===== config.mk =====
export PLATFORM = sky130hd
export DESIGN_NAME = seq_digit_adder
export DESIGN_NICKNAME = d
export VERILOG_FILES = /design/src/rtl/seq_digit_adder.sv
export SDC_FILE = /design/constraint.sdc
export NUM_CORES = 1
export LEC_CHECK = 0
export ABC_AREA = 1
export CORE_ASPECT_RATIO = 0.9
export CORE_MARGIN = 2
export CORE_UTILIZATION = 45
export CTS_BUF_LIST = sky130_fd_sc_hd__clkbuf_16
export DETAILED_ROUTE_END_ITERATION = 10
export PLACE_DENSITY = 0.77
export SLEW_MARGIN = 20
export SYNTH_ARGS = -nofsm -noshare
export SYNTH_HDL_FRONTEND = slang
export SYNTH_SLANG_ARGS = --single-unit

===== constraint.sdc =====
create_clock -name clk -period 1.7 [get_ports clk]
set_input_delay 0.34 -clock clk [delete_from_list [all_inputs] [get_ports clk]]
set_output_delay 0.34 -clock clk [all_outputs]
set_load 0.005 [all_outputs]

===== src/rtl/seq_digit_adder.sv =====
// Digit-serial adder/subtractor: processes DIGIT bits per cycle, LSB first,
// with a valid/ready handshake on both operand and result sides.
module seq_digit_adder #(
    parameter int WIDTH = 8,
    parameter int DIGIT = 2
) (
    input  logic             clk,
    input  logic             rst_n,
    input  logic             in_valid,
    output logic             in_ready,
    input  logic [WIDTH-1:0] a,
    input  logic [WIDTH-1:0] b,
    input  logic             cin,
    input  logic             sub,
    output logic             out_valid,
    input  logic             out_ready,
    output logic [WIDTH-1:0] s,
    output logic             cout,
    output logic             ovf,
    output logic             busy
);

    // state   | meaning
    // ST_IDLE | waiting for operands, last result held on s/cout/ovf
    // ST_RUN  | one digit added per cycle, STEPS cycles
    // ST_DONE | result valid, held until out_ready
    localparam int STEPS = WIDTH / DIGIT;
    localparam int CW    = (STEPS > 1) ? $clog2(STEPS) : 1;

    typedef enum logic [1:0] {
        ST_IDLE,
        ST_RUN,
        ST_DONE
    } state_t;

    state_t           r_state;
    logic [WIDTH-1:0] r_a;
    logic [WIDTH-1:0] r_b;
    logic [WIDTH-1:0] r_res;
    logic             r_sub;
    logic             r_carry;
    logic [CW-1:0]    r_cnt;

    logic [DIGIT:0]   w_dsum;
    logic             w_cmsb;
    logic             w_last;
    logic [WIDTH-1:0] w_res_next;

    always_comb begin
        w_dsum = {1'b0, r_a[DIGIT-1:0]} + {1'b0, r_b[DIGIT-1:0]}
               + {{DIGIT{1'b0}}, r_carry};
        // carry into the digit's top bit; on the final step this is the carry into bit WIDTH-1
        w_cmsb = w_dsum[DIGIT-1] ^ r_a[DIGIT-1] ^ r_b[DIGIT-1];
        w_last = (r_cnt == CW'(STEPS - 1));
        w_res_next = r_res >> DIGIT;
        w_res_next[WIDTH-1 -: DIGIT] = w_dsum[DIGIT-1:0];
    end

    always_ff @(posedge clk) begin
        if (!rst_n) begin
            r_state   <= ST_IDLE;
            r_a       <= '0;
            r_b       <= '0;
            r_res     <= '0;
            r_sub     <= 1'b0;
            r_carry   <= 1'b0;
            r_cnt     <= '0;
            s         <= '0;
            cout      <= 1'b0;
            ovf       <= 1'b0;
            in_ready  <= 1'b1;
            out_valid <= 1'b0;
            busy      <= 1'b0;
        end else begin
            case (r_state)
                ST_IDLE: begin
                    if (in_valid) begin
                        r_a       <= a;
                        r_b       <= b ^ {WIDTH{sub}};
                        r_sub     <= sub;
                        r_carry   <= cin ^ sub;
                        r_cnt     <= '0;
                        r_state   <= ST_RUN;
                        in_ready  <= 1'b0;
                        busy      <= 1'b1;
                    end
                end
                ST_RUN: begin
                    r_a     <= r_a >> DIGIT;
                    r_b     <= r_b >> DIGIT;
                    r_res   <= w_res_next;
                    r_carry <= w_dsum[DIGIT];
                    r_cnt   <= r_cnt + CW'(1);
                    if (w_last) begin
                        s         <= w_res_next;
                        cout      <= w_dsum[DIGIT] ^ r_sub;
                        ovf       <= w_cmsb ^ w_dsum[DIGIT];
                        r_state   <= ST_DONE;
                        out_valid <= 1'b1;
                    end
                end
                ST_DONE: begin
                    if (out_ready) begin
                        r_state   <= ST_IDLE;
                        out_valid <= 1'b0;
                        in_ready  <= 1'b1;
                        busy      <= 1'b0;
                    end
                end
                default: begin
                    r_state   <= ST_IDLE;
                    in_ready  <= 1'b1;
                    out_valid <= 1'b0;
                    busy      <= 1'b0;
                end
            endcase
        end
    end

endmodule


==> impl_metrics.yaml <==
die:
  die_width_um: 70.8
  die_h_um: 64.1
  ios: 35
  coreArea_um2: 3780
  num_rows: 21
  start_util: 0.478
  die_area_um2: 4540
clock_tree:
  cts_made_buffers: 5
  cts-root-buf: "clkbuf_16"
  clk_latency_ns: 0.28
  cts.sinks: 41
  cts_tree: "yes"
  clockBufferDepth: 2
  clkTransAtPathRegs_ns: 0.06
  h-tree-depth: 2
finish:
  finalNetCount: 317
  syn_to_final_growth_pct: 32.0
  diodes: 0
  post-route-util: 0.631
  layout-drive-gt1-share: 0.0990
grt:
  grt_use_met2: 0.297
  grt_use_met3: 0.0678
  overflow: 0
  grt_max_degree: 35
  top_usage_layer: "met2"
  grtUsageMet1: 0.225
  grt_pass1_vias: 1501
  antenna_found_initial: 0
  grt_pass1_wl_mm: 6.49
  track_usage: 0.184
routing:
  dr.pass1.iters: 4
  postRouteAntennaNets: 0
  dr_total_vias: 1638
  drc: 0
  routed_wl_mm: 3.68
  drtIter0Drc: 140
  viasPerCell: 4.83
  wl_per_cell_um: 10.9
placement:
  dpl.hpwl_mm: 2.52
  port_buffers: 34
  place_congestion: 0.781
  place_ws_ns: -0.101
power:
  ir_worst_vdd_mv: 0.653
  power_density_nw_per_um2: 966
  leakagePower_nw: 1.11
worst_setup_path:
  crit_slowest_cell: "fa_2"
  cp-end-kind: "register"
  critPathKind: "reg2reg"
  crit_path_start_kind: "register"
  critPathMaxFanout: 3
  crit_top_cell: "nand2_1"
  crit_chain: "inv_2, fa_2, fa_2, nand2_1, nand2_1, inv_1, nand2_1, nand3_1, nand2_1, inv_1"
  required_ns: 1.89
  slowest_delay_ns: 0.55
  arrival_ns: 1.96
synth:
  synth.avg_cell_area_um2: 7.23
  yosysTopAreaCellShare: 0.454
  synth.most_common_cell: "nand2_1"
  synth_commonest_cells: "nand2_1 (71), dfxtp_1 (41), nor2_1 (35)"
  synth_cells: 250
  ys.flop_type: "dfxtp_1"
  synth_seq_cells: 41
  synth_edf_count: 0
  postSynth.asyncResetShare: 0
  synthTopCellsByArea: "dfxtp_1 (45%), nand2_1 (15%), nor2_1 (7.3%)"
  synth_nets: 275
  synth_top_area_cell: "dfxtp_1"
  netlist_area_um2: 1810
  synth_cell_type_count: 20
  ys_seq_area_frac: 0.454
  yosysWarnings: 0
outcome:
  status: "complete, but fails checks"
  violations: "negative setup slack"
timing:
  tightest_slew_ns: 0.388
  setup_violations: 1
  finalCritPeriodShare: 1.04
  fmax_mhz: 564
  hold_viol: 0
  slew_headroom: 0.741
  grt_setup_unrepaired: "true"
  whs_ns: 0.469
  period_needed_ns: 1.77
  drv_slew: 0
  clock_skew_ns: 0.00328
  setup_ws_ns: -0.0737
min_path:
  holdCritPathClass: "reg2reg"
job:
  max-cap-violations: 0
-- repair_timing --
action / 4_1_cts / 5_1_grt
endpoints found under the hold margin: 0 / 0
buffers inserted: 0 / 0
cloned: 0 / 0
pin swaps: 4 / 0
resized for setup: 2 / 1
hold buffers: 0 / 0
endpoints found under the setup margin: 1 / 3
-- metrics by stage --
step / std cells / setup TNS, ns / cell area [um2] / total power, mW
finish: 339 / -0.0737 / 2390 / 2.30
CTS: 339 / -0.0639 / 2380 / 2.32
detailed placement: 331 / -0.101 / 2240 / 1.41
floorplan: 250 / -0.0308 / 1810 / 1.28
global route: 339 / -0.197 / 2390 / 2.42
global placement: 331 / -0.0419 / 2240 / 1.40
-- kinds of logic after synthesis --
logic type,Yosys count,synth area share
flip-flops,41,0.454
AND/OR/NAND/NOR,119,0.262
XOR/XNOR,10,0.0484
adder cells (fa/ha/maj),3,0.0291
AO/OA/AOI/OAI,41,0.117
buffers and inverters,36,0.0900
-- path summary, 6_finish.rpt --
path,from,end,slack (ns),depth (start not counted)
worst max-delay path,r_a[0]$_SDFFE_PN0P_,ovf$_SDFFE_PN0P_,-0.07,10
worst min-delay path,r_b[6]$_SDFFE_PN0P_,r_b[6]$_SDFFE_PN0P_,0.47,2
worst max register to register,r_a[0]$_SDFFE_PN0P_,ovf$_SDFFE_PN0P_,-0.07,10
worst min register to register,r_b[6]$_SDFFE_PN0P_,r_b[6]$_SDFFE_PN0P_,0.47,2
-- power breakdown --
group | switching [mW] | total (mW) | internal, mW
Clock | 0.376 | 0.914 | 0.538
Combinational | 0.174 | 0.335 | 0.161
Sequential | 0.0357 | 1.06 | 1.02
Total | 0.586 | 2.30 | 1.72
-- per-layer routing --
| metal | up-vias | part of all wire |
|---|---|---|
| met2 | 44 | 0.45 |
| met4 | 0 | 0.024 |
| met3 | 10 | 0.054 |
| met1 | 728 | 0.47 |
| li1 | 856 | - |
| met5 | - | 0 |
-- registers in the layout (all words and copies together), names as in the netlist --
signal and cells:
r_sub 1, r_state 2, out_valid 1, ovf 1, in_ready 1, r_res 6, s 8, r_cnt 2
r_carry 1, cout 1, busy 1, r_a 8, r_b 8
-- layout by cell type (no fill, tap or decap) --
cell	instances
inv_1	23
clkinvlp_4	1
buf_12	1
nand3_1	10
inv_2	3
buf_4	10
fa_2	2
o21ai_0	24
clkinv_2	2
xor2_1	10
dfxtp_2	2
o21a_1	1
a21oi_1	15
nand2_1	71
clkdlybuf4s50_1	34
nand3b_1	1
ha_1	1
nor2_1	35
nor2_4	1
o21ai_2	1
nand2_2	1
clkbuf_16	5
dfxtp_1	39
-- critical path: cells and delay by family, from the launching register on --
kind / cells / cell delay (ns)
adder cells (fa/ha/maj): 2 / 0.93
flip-flops: 1 / 0.33
AND/OR/NAND/NOR: 5 / 0.31
buffers and inverters: 3 / 0.11
-- final cells by class --
class                   instances  area, um2
repair buffers                 45        435
inverters                      26       97.6
clock buffers                   5        125
multi-input cells             173        830
fillers                       360       1400
clock inverters                 3       17.5
well taps                      46       57.6
flip-flops and latches         41        823
No activity file was read; power rests on OpenSTA's default activity.
